===== src/rtl/rc4_decrypt_core.sv =====
// RC4 keystream generator (PRGA) over a shuffled 256x8 S RAM; XORs each keystream byte with the
// encrypted ROM and writes the plaintext RAM. Optional plaintext range check: RC4_VALID_CHECK_EN.
module rc4_decrypt_core #(
   parameter int unsigned MSG_LEN = 32,
   parameter int unsigned MADDR_W = 5
) (
   input  logic               clk,
   input  logic               reset_n,
   input  logic               start,
   output logic               done,
   output logic [7:0]         s_addr,
   output logic [7:0]         s_wdata,
   output logic               s_wren,
   input  logic [7:0]         s_rdata,
   output logic [MADDR_W-1:0] enc_addr,
   input  logic [7:0]         enc_rdata,
   output logic [MADDR_W-1:0] dec_addr,
   output logic [7:0]         dec_wdata,
   output logic               dec_wren,
   output logic               key_invalid
);

   localparam logic [MADDR_W-1:0] LAST_K = MADDR_W'(MSG_LEN - 1);
`ifdef RC4_VALID_CHECK_EN
   localparam bit VALID_CHECK = 1'b1;
`else
   localparam bit VALID_CHECK = 1'b0;
`endif

   typedef enum logic [3:0] {
      IDLE, RD_I, WAIT_I, RD_J, WAIT_J, WR_I, WR_J, RD_F, WAIT_F, WR_D, DONE
   } state_t;

   state_t             state, state_d;
   logic [7:0]         i, i_d, j, j_d, si, si_d, sj, sj_d;
   logic [MADDR_W-1:0] k, k_d;
   logic [7:0]         s_addr_d, s_wdata_d, dec_wdata_d;
   logic               s_wren_d, dec_wren_d, done_d, key_invalid_d;
   logic [MADDR_W-1:0] enc_addr_d, dec_addr_d;
   logic               plain_ok_c;
   logic               reject_c;

   // dec_wdata holds f^e while in WR_D, so the range check looks at the register
   assign plain_ok_c = ((dec_wdata >= 8'h61) && (dec_wdata <= 8'h7A)) || (dec_wdata == 8'h20);
   assign reject_c   = VALID_CHECK && !plain_ok_c;

   always_ff @(posedge clk or negedge reset_n) begin
      if (!reset_n) begin
         state       <= IDLE;
         i           <= '0;
         j           <= '0;
         k           <= '0;
         si          <= '0;
         sj          <= '0;
         s_addr      <= '0;
         s_wdata     <= '0;
         s_wren      <= 1'b0;
         enc_addr    <= '0;
         dec_addr    <= '0;
         dec_wdata   <= '0;
         dec_wren    <= 1'b0;
         done        <= 1'b0;
         key_invalid <= 1'b0;
      end else begin
         state       <= state_d;
         i           <= i_d;
         j           <= j_d;
         k           <= k_d;
         si          <= si_d;
         sj          <= sj_d;
         s_addr      <= s_addr_d;
         s_wdata     <= s_wdata_d;
         s_wren      <= s_wren_d;
         enc_addr    <= enc_addr_d;
         dec_addr    <= dec_addr_d;
         dec_wdata   <= dec_wdata_d;
         dec_wren    <= dec_wren_d;
         done        <= done_d;
         key_invalid <= key_invalid_d;
      end
   end

   // Next state and working registers, then outputs decoded from the state being entered
   always_comb begin
      state_d       = state;
      i_d           = i;
      j_d           = j;
      k_d           = k;
      si_d          = si;
      sj_d          = sj;
      key_invalid_d = key_invalid;
      s_addr_d      = '0;
      s_wdata_d     = '0;
      s_wren_d      = 1'b0;
      enc_addr_d    = '0;
      dec_addr_d    = '0;
      dec_wdata_d   = '0;
      dec_wren_d    = 1'b0;
      done_d        = 1'b0;

      unique case (state)
         IDLE: begin
            if (start) begin
               i_d           = '0;
               j_d           = '0;
               k_d           = '0;
               key_invalid_d = 1'b0;
               state_d       = RD_I;
            end
         end
         RD_I: begin
            i_d     = i + 8'd1;
            state_d = WAIT_I;
         end
         WAIT_I: begin
            si_d    = s_rdata;
            j_d     = j + s_rdata;
            state_d = RD_J;
         end
         RD_J:   state_d = WAIT_J;
         WAIT_J: begin
            sj_d    = s_rdata;
            state_d = WR_I;
         end
         WR_I:   state_d = WR_J;
         WR_J:   state_d = RD_F;
         RD_F:   state_d = WAIT_F;
         WAIT_F: state_d = WR_D;
         WR_D: begin
            key_invalid_d = key_invalid | reject_c;
            if ((k == LAST_K) || reject_c) begin
               state_d = DONE;
            end else begin
               k_d     = k + MADDR_W'(1);
               state_d = RD_I;
            end
         end
         DONE: begin
            if (!start) state_d = IDLE;
         end
         default: state_d = IDLE;
      endcase

      unique case (state_d)
         RD_I: s_addr_d = i_d + 8'd1;
         RD_J: s_addr_d = j_d;
         WR_I: begin
            s_addr_d  = i_d;
            s_wdata_d = sj_d;
            s_wren_d  = 1'b1;
         end
         WR_J: begin
            s_addr_d  = j_d;
            s_wdata_d = si_d;
            s_wren_d  = 1'b1;
         end
         RD_F: begin
            s_addr_d   = si_d + sj_d;
            enc_addr_d = k_d;
         end
         // only reached from WAIT_F, where keystream and cipher bytes are both valid
         WR_D: begin
            dec_addr_d  = k_d;
            dec_wdata_d = s_rdata ^ enc_rdata;
            dec_wren_d  = 1'b1;
         end
         DONE: done_d = 1'b1;
         default: ;
      endcase
   end

endmodule


===== config.mk =====
export PLATFORM = sky130hd
export DESIGN_NAME = rc4_decrypt_core
export DESIGN_NICKNAME = d
export VERILOG_FILES = /design/src/rtl/rc4_decrypt_core.sv
export SDC_FILE = /design/constraint.sdc
export NUM_CORES = 1
export LEC_CHECK = 0
export ABC_AREA = 1
export BUFFER_PORTS_ARGS = -buffer_cell sky130_fd_sc_hd__buf_4
export CORE_MARGIN = 5
export CORE_UTILIZATION = 55
export CTS_BUF_LIST = sky130_fd_sc_hd__clkbuf_16
export CTS_CLUSTER_DIAMETER = 150
export CTS_CLUSTER_SIZE = 28
export DETAILED_ROUTE_END_ITERATION = 8
export PLACE_DENSITY = 0.87
export RECOVER_POWER = 100
export SYNTH_ARGS = -nofsm -noshare
export SYNTH_HDL_FRONTEND = slang
export SYNTH_SLANG_ARGS = --single-unit

===== constraint.sdc =====
create_clock -name clk -period 3.6 [get_ports clk]
set_input_delay 0.18 -clock clk [delete_from_list [all_inputs] [get_ports clk]]
set_output_delay 0.18 -clock clk [all_outputs]
set_load 0.01 [all_outputs]

# [Word-level counts from Yosys, hierarchy flattened]
# Index checks and enable logic that the tools add are counted.
# W data, S select, Z words.
[totals] elab_cells=62 output_inout_bits=38 reg_bits=78
[op_classes] muxes=21 n_bitwise=1 n_eq_ne=18 n_reduce_logical=3 n_addsub=5
[op_table] cell="$pmux W8 S2" count=3
[op_table] cell="$pmux W4 S11" count=1
[op_table] cell="$mux W8" count=5
[op_table] cell="$pmux W8 S4" count=1
[op_table] cell="$eq A4 B3 Y1 const B" count=7
[op_table] cell="$eq A4 B4 Y1 const B" count=5
[op_table] cell="$mux W5" count=4
[op_table] cell="$add A8 B1 Y8 const B" count=2
[op_table] cell="$add A8 B8 Y8" count=2
[op_table] cell="$eq A4 B2 Y1 const B" count=3
[op_table] cell="$mux W4" count=3
[op_table] cell="$pmux W5 S2" count=1
[op_table] cell="$eq A4 B1 Y1 const B" count=2
[op_table] cell="$xor A8 B8 Y8" count=1
[op_table] cell="$add A5 B1 Y5 const B" count=1
[op_table] cell="$eq A5 B5 Y1 const B" count=1
[op_table] cell="$logic_not A4 Y1" count=1
[op_table] cell="$reduce_or A2 Y1" count=2
[op_table] cell="$mux W1" count=3

# [Depth between registers and ports, before layout]
# Gate-level depths: netlist (run 1).
[depth] word_depth=6 mapped_depth=18

# [Least setup slack after synthesis (run 1)]
# Ideal clock, no wire load.
[synth_timing] path_kind="register to register" start="reg state[0]" end="reg s_addr[4]" arrival_ps=2328 setup_time_ps=130 path_slack_ps=1142 path_stages_with_launch=14 n_path_buf=1 required_time_ps=3470 path_cell_list="dfrtp_1 > nor2_1 > nand2_1 > inv_1 > clkbuf_1 > nand2_1 > o21ai_0 > inv_1 > ha_1 > a21o_1 > a31o_2 > or2_2 > nand3_1 > nand4_1"
[synth_via] word_cells_on_any_way=27
[synth_rtl] element="from (decl)" line="34" rtl="state_t state, state_d;"
[synth_rtl] element="from (signal assigned)" line="65" rtl="state <= state_d;"
[synth_rtl] element="$eq A4 B3 Y1" line="101" rtl="unique case (state)"
[synth_rtl] element="$mux W8" line="101"
[synth_rtl] element="named net sj_d[3]" line="35" rtl="logic [7:0] i, i_d, j, j_d, si, si_d, sj, sj_d;"
[synth_rtl] element="$add A8 B8 Y8" line="158" rtl="s_addr_d = si_d + sj_d;"
[synth_rtl] element="$pmux W8 S4" line="144" rtl="unique case (state_d)"
[synth_rtl] element="named net s_addr_d[4]" line="37" rtl="logic [7:0] s_addr_d, s_wdata_d, dec_wdata_d;"
[synth_rtl] element="to (signal assigned)" line="71" rtl="s_addr <= s_addr_d;"
[synth_rtl] element="to (decl)" line="11" rtl="output logic [7:0] s_addr,"
# The timed path passes the listed nets, and every way through them passes these cells.

# [Final worst setup path (run 1)]
[layout_timing] start="reg state[3]" end="reg s_addr[5]"
[layout_via] word_cells_on_any_way=27
[layout_rtl] element="$eq A4 B2 Y1" line="101"
[layout_rtl] element="$mux W8" line="101"
[layout_rtl] element="named net si_d[4]" line="35"
[layout_rtl] element="$add A8 B8 Y8" line="158"
[layout_rtl] element="$pmux W8 S4" line="144"
[layout_rtl] element="named net s_addr_d[5]" line="37"
# The timed path passes the listed nets, and every way through them passes these cells.

==> results.yml, run 1 <==
synth:
  synth.most_common_cell: "nand2_1"
  synth_nets: 519
  synth-main-ff-cell: "dfrtp_1"
  synth_edf_count: 0
  ys_seq_elements: 78
  synth_area_per_cell_um2: 8.35
  ys_top_cells_by_count: "nand2_1 (122), dfrtp_1 (78), inv_1 (57)"
  syn-instance-count: 481
  yosysSeqAreaShare_pct: 48.6
  yosys_warnings: 0
  syn_area_mm2: 0.00402
  yosys-top-cells-area: "dfrtp_1 (49%), nand2_1 (11%), inv_1 (5.3%), ha_1 (5.3%), nand3_1 (3.7%)"
  synthArstFlopShare_pct: 100
  synth_top_area_share_pct: 48.6
  ys_types: 39
  yosys.area.top_type: "dfrtp_1"
drt:
  firstDrtPassIters: 6
  drt_iter0_markers: 197
  wl_per_cell_um: 15.6
  vias_per_cell: 5.41
  via_count: 3490
  drt_wl_total_um: 10100
  drcViolationCount: 0
  final_antenna_net_count: 0
timing:
  max_slew_margin_pct: -25.9
  rsz0062_at_grt: "false"
  fin_setup_tns_ns: 0
  drv_slew: 79
  tightest_slew_ns: 1.89
  timing.fmax_mhz: 336
  fin_hold_ws_ns: 0.0984
  finalSetupViolCount: 0
  layout_worst_path_cycle_share_pct: 82.8
  skew_ns: 0.00896
  min_period_ns: 2.98
  final_hold_viol_count: 0
setup_path:
  cpPeakStageDelay_ns: 0.48
  start_kind: "flip-flop"
  cp-end-kind: "flip-flop"
  slowest_stage: "o21ai_0"
  cp_cell_sequence: "nor2_1 -> nand2_1 -> o21ai_0 -> ha_1 -> a21oi_1 -> o211ai_1 -> o21ai_0 -> nand2_1 -> a21oi_1 -> nand2_1"
  critical_path_required_ns: 3.83
  crit_path_frequent_cell: "nand2_1"
  critical_path_class: "flip-flop to flip-flop"
  crit_family: "compound AO/OA/AOI/OAI gates"
  r2r-start: "state[3]"
  r2r_slack_ns: 0.62
  cp-startpoint: "state[3]"
  worst-path-max-fanout: 19
  crit_buf_inv: 0
  cp.arrival_ns: 3.21
die:
  dieArea_mm2: 0.00911
  placementRows: 31
  dieHeight_um: 95.4
  initial_utilization_pct: 56.0
  core-area_mm2: 0.00718
  io_pins: 57
  die_w_um: 95.4
grt:
  grt_pass1_vias: 3376
  grt-ovfl-total: 0
  grt_usage_pct: 23.4
  grt_max_degree: 79
  grt_pass1_wl_um: 16300
  antenna_found_initial: 0
clocking:
  htree_levels: 3
  post_cts_buffers: 0
  root_buffer: "clkbuf_16"
  clk_latency_ns: 0.34
  cts_resized: 0
  cts.clk_slew.worst_paths_ns: 0.06
  cts_buffers: 9
  cts_tree: "done"
  cts_buffer_depth: 2
  cts_sinks: 78
  cts_hold_buf: 0
power_and_ir_drop:
  vdd_ir_drop_max_uv: 454
  p_leak_uw: 0.00240
  finalPower_uw: 4320
  power.density_mw_per_mm2: 931
worst_hold_path:
  hp-class: "input port to flip-flop"
  min_from: "enc_rdata[4]"
place:
  gp_congestion: 0.880
  hpwl_um: 7350
  io_buffer_count: 55
finish:
  drive_gt1_share_pct: 9.16
  areaGrowthSynthToFinish_pct: 15.7
  antenna_cells: 0
  finalNetCount: 580
status:
  violations: "max-capacitance violations, max-slew violations"
  status: "finished with violations"
run:
  max_cap_viol_count: 1
through the flow:
| step | area, um^2 | util (%) | instances | setup WS, ns |
|---|---|---|---|---|
| after floorplan | 4020 | - | 481 | 1.14 |
| after global placement | 4530 | 63.2 | 630 | 0.883 |
| after detailed placement | 4530 | 63.2 | 630 | 0.820 |
| after CTS | 4810 | 67.1 | 645 | 0.810 |
| after global routing | 4640 | 64.7 | 645 | 0.345 |
| final | 4640 | 64.7 | 645 | 0.620 |
flip-flops by register name, indices dropped and copies added, names as in the netlist, 8 cells and up:
register   cells
dec_wdata      8
i              8
j              8
s_addr         8
s_wdata        8
si             8
sj             8
final cells by class:
cell class | instances | area, um^2
fill | 617 | 2530
sequential | 78 | 1950
multi-input combinational | 332 | 1770
timing repair buffer | 56 | 279
inverter | 65 | 244
clock buffer | 9 | 225
tap | 99 | 124
clock inverter | 6 | 55.1
kinds of logic after synthesis:
logic type / share of synthesized area [%]
compound gates: 10.3
xor+xnor: 2.84
fa+ha+maj: 6.29
buf+inv: 6.73
flops: 48.6
other cells: 0.0934
simple gates: 25.2
cells in the final DEF (no fill, tap or decap), types with 4 or more instances in the layout:
cell type,synthesis,layout
a21oi_1,19,19
buf_4,1,18
clkbuf_1,5,37
clkbuf_16,0,9
dfrtp_1,78,78
ha_1,17,17
inv_1,57,62
inv_2,8,4
nand2_1,122,125
nand3_1,30,30
nand4_1,11,11
nor2_1,39,43
nor3_1,3,4
o21ai_0,26,32
or2_2,6,6
xnor2_1,9,9
xor2_1,4,4
final timing paths:
path,to,depth (start not counted)
worst min-delay path,dec_wdata[4],3
worst min register to register,sj[3],2
max in group asynchronous,i[3],1
worst max-delay path,s_addr[5],10
min in group asynchronous,state[1],1
worst max register to register,s_addr[5],10
power by group:
group / total, uW / switching, uW / internal [uW]
Clock: 872 / 346 / 525
Sequential: 1340 / 162 / 1180
Combinational: 2110 / 1410 / 705
worst reg2reg max path: cells and delay by family (launching register included):
family / cells / cell delay (ns)
AOI/OAI and AO/OA: 5 / 1.34
adders and majority gates: 1 / 0.36
DFF: 1 / 0.40
and+or+nand+nor: 4 / 0.74
metal layers:
layer	wire length (um)	track usage, %	vias to the layer above
li1	-	-	1673
met1	4370	30.1	1678
met2	4930	39.8	122
met3	599	3.95	17
met4	164	8.65	0
met5	0	0	-
Power figures use the tool's default switching activity.
==> run 2: changes to the inputs <==
Settings changed: CORE_UTILIZATION 55 to 52, PLACE_DENSITY 0.87 to 0.86.
Clock period 3.6 ns to 2.5 ns, I/O delays scaled along.
==> run 2 against run 1 <==
Against the previous run:
- the run ends with negative setup slack left
- clock skew fell by 0.0020 ns
- hold slack lost 0.060 ns
- cell area increased by 11%
- critical endpoint is now s_addr[6]
- first-iteration DRC count rose to 2.8 times the previous value
- clock power is 74% higher
- maximum frequency rose by 19%
- worst setup slack worse by 0.63 ns
- highest routed layer unchanged
==> results.yml, run 2 (synthesis gave the netlist of run 1 again) <==
die:
  placementRows: 32
  initial_utilization_pct: 52.8
  io_pins: 57
  core-area_mm2: 0.00761
  dieHeight_um: 97.9
  die_w_um: 97.9
  dieArea_mm2: 0.00958
grt:
  grt_usage_pct: 22.4
  grt_max_degree: 79
  antenna_found_initial: 0
  grt-ovfl-total: 0
  grt_pass1_vias: 3648
  grt_pass1_wl_um: 17300
clocking:
  cts_tree: "done"
  cts.clk_slew.worst_paths_ns: 0.06
  cts_sinks: 78
  clk_latency_ns: 0.34
  cts_buffer_depth: 2
  htree_levels: 3
  root_buffer: "clkbuf_16"
  cts_buffers: 9
finish:
  drive_gt1_share_pct: 21.1
  num-fill-cells: 576
  final_cell_count_no_fill: 680
  final_cell_mix: "nand2_1 (118), dfrtp_1 (78), inv_1 (52), buf_4 (44), clkbuf_1 (37)"
  antenna_cells: 0
  areaGrowthSynthToFinish_pct: 27.9
  final_common_cell: "nand2_1"
  finalNetCount: 611
setup_path:
  r2r_cells: 14
  r2r-start: "state[2]"
  start_kind: "flip-flop"
  worst-path-max-fanout: 8
  rr_endpoint: "s_addr[6]"
  r2r_slack_ns: -0.01
  cp.arrival_ns: 2.74
  critical_path_class: "flip-flop to flip-flop"
  cp-end-kind: "flip-flop"
  critical_path_required_ns: 2.73
power_and_ir_drop:
  switching_share_pct: 43.9
  combinationalPowerShare_pct: 54.1
  p_int_uw: 4270
  p_seq_share_pct: 26.0
  power.density_mw_per_mm2: 1480
  p_leak_uw: 0.00260
  finalPower_uw: 7600
  vdd_ir_drop_max_uv: 718
  switchingPower_uw: 3330
  pwr-share-clk_pct: 20.0
timing:
  final_hold_viol_count: 0
  max_slew_margin_pct: 36.0
  timing.fmax_mhz: 398
  tightest_slew_ns: 0.960
  fin_hold_ws_ns: 0.0384
  skew_ns: 0.00692
  drv_slew: 0
  finalSetupViolCount: 2
  setup_ws_ns: -0.0113
  min_period_ns: 2.51
  fin_setup_tns_ns: -0.0135
  layout_worst_path_cycle_share_pct: 100
status:
  violations: "negative setup slack"
  status: "finished with violations"
drt:
  wl_per_cell_um: 17.3
  firstDrtPassIters: 6
  vias_per_cell: 5.81
  final_antenna_net_count: 0
  drt_wl_total_um: 11800
  drcViolationCount: 0
  drt_iter0_markers: 561
  via_count: 3949
worst_hold_path:
  min_to: "dec_wdata[6]"
  hold_depth: 3
  min_from: "enc_rdata[6]"
  hp-class: "input port to flip-flop"
place:
  io_buffer_count: 55
  gp_congestion: 0.935
  place_inst: 644
  hpwl_um: 7240
run:
  max_cap_viol_count: 0
==> run 2: per-layer routing <==
layer  up-vias  GRT usage (%)  part of all wire, %
met4         0           9.80                  4.5
met5         -              0                    0
li1       1740              -                    -
met1      1895           27.8                   39
met3        57           4.64                  8.6
met2       257           37.9                   48
==> run 2: how the worst max path moves through the flow <==
stage / depth (start not counted) / to / start
5_1_grt: 15 / s_addr[5] / state[2]
2_1_floorplan: 13 / s_addr[4] / state[0]
4_1_cts: 17 / s_addr[6] / state[2]
3_5_place_dp: 15 / s_addr[6] / state[1]
6_report: 14 / s_addr[6] / state[2]
3_3_place_gp: 15 / s_addr[6] / state[1]
==> run 2: power by group through the flow <==
stage	sequential, uW	clock (uW)	combinational [uW]
after global routing	2020	1590	4440
after CTS	1940	1520	3350
after global placement	1920	0	3100
after floorplan	1950	0	2170
after detailed placement	1930	0	3220
final	1970	1520	4110
==> run 2: metrics by stage <==
stage	utilization, %	setup slack, ns	cell area [um^2]
floorplan	-	0.0419	4020
global route	67.5	-0.114	5130
CTS	65.7	0.00465	5000
detailed placement	60.7	-0.155	4620
finish	67.5	-0.0113	5130
global placement	60.7	0.0903	4620
==> run 2: final cells by class <==
type / instances / area (um^2) / area share (%)
Clock buffer: 9 / 225 / 4.39
Clock inverter: 7 / 121 / 2.36
Inverter: 65 / 246 / 4.80
Multi-Input combinational cell: 333 / 1930 / 37.7
Sequential cell: 78 / 1950 / 38.0
Tap cell: 102 / 128 / 2.49
Timing Repair Buffer: 86 / 528 / 10.3
==> run 2: repair_timing <==
| action | in CTS | in global routing |
|---|---|---|
| setup endpoints to repair | 5 | 5 |
| resized for setup | 12 | 44 |
| hold buffers | 1 | 0 |
| setup buffers | 0 | 18 |
| endpoints found under the hold margin | 78 | 0 |
| pin swaps | 2 | 18 |
| gates cloned | 0 | 1 |
==> run 2: critical path, cell delays in order (launching register included) <==
cell	delay [ns]
dfrtp_1	0.42
buf_6	0.14
nor2_4	0.20
nand2_4	0.13
buf_8	0.17
o21ai_4	0.18
ha_4	0.24
a21o_1	0.20
nand2_1	0.08
nand3_2	0.08
or2_4	0.24
nand3_2	0.06
o21ai_2	0.06
nor2_2	0.12
nand2_1	0.07
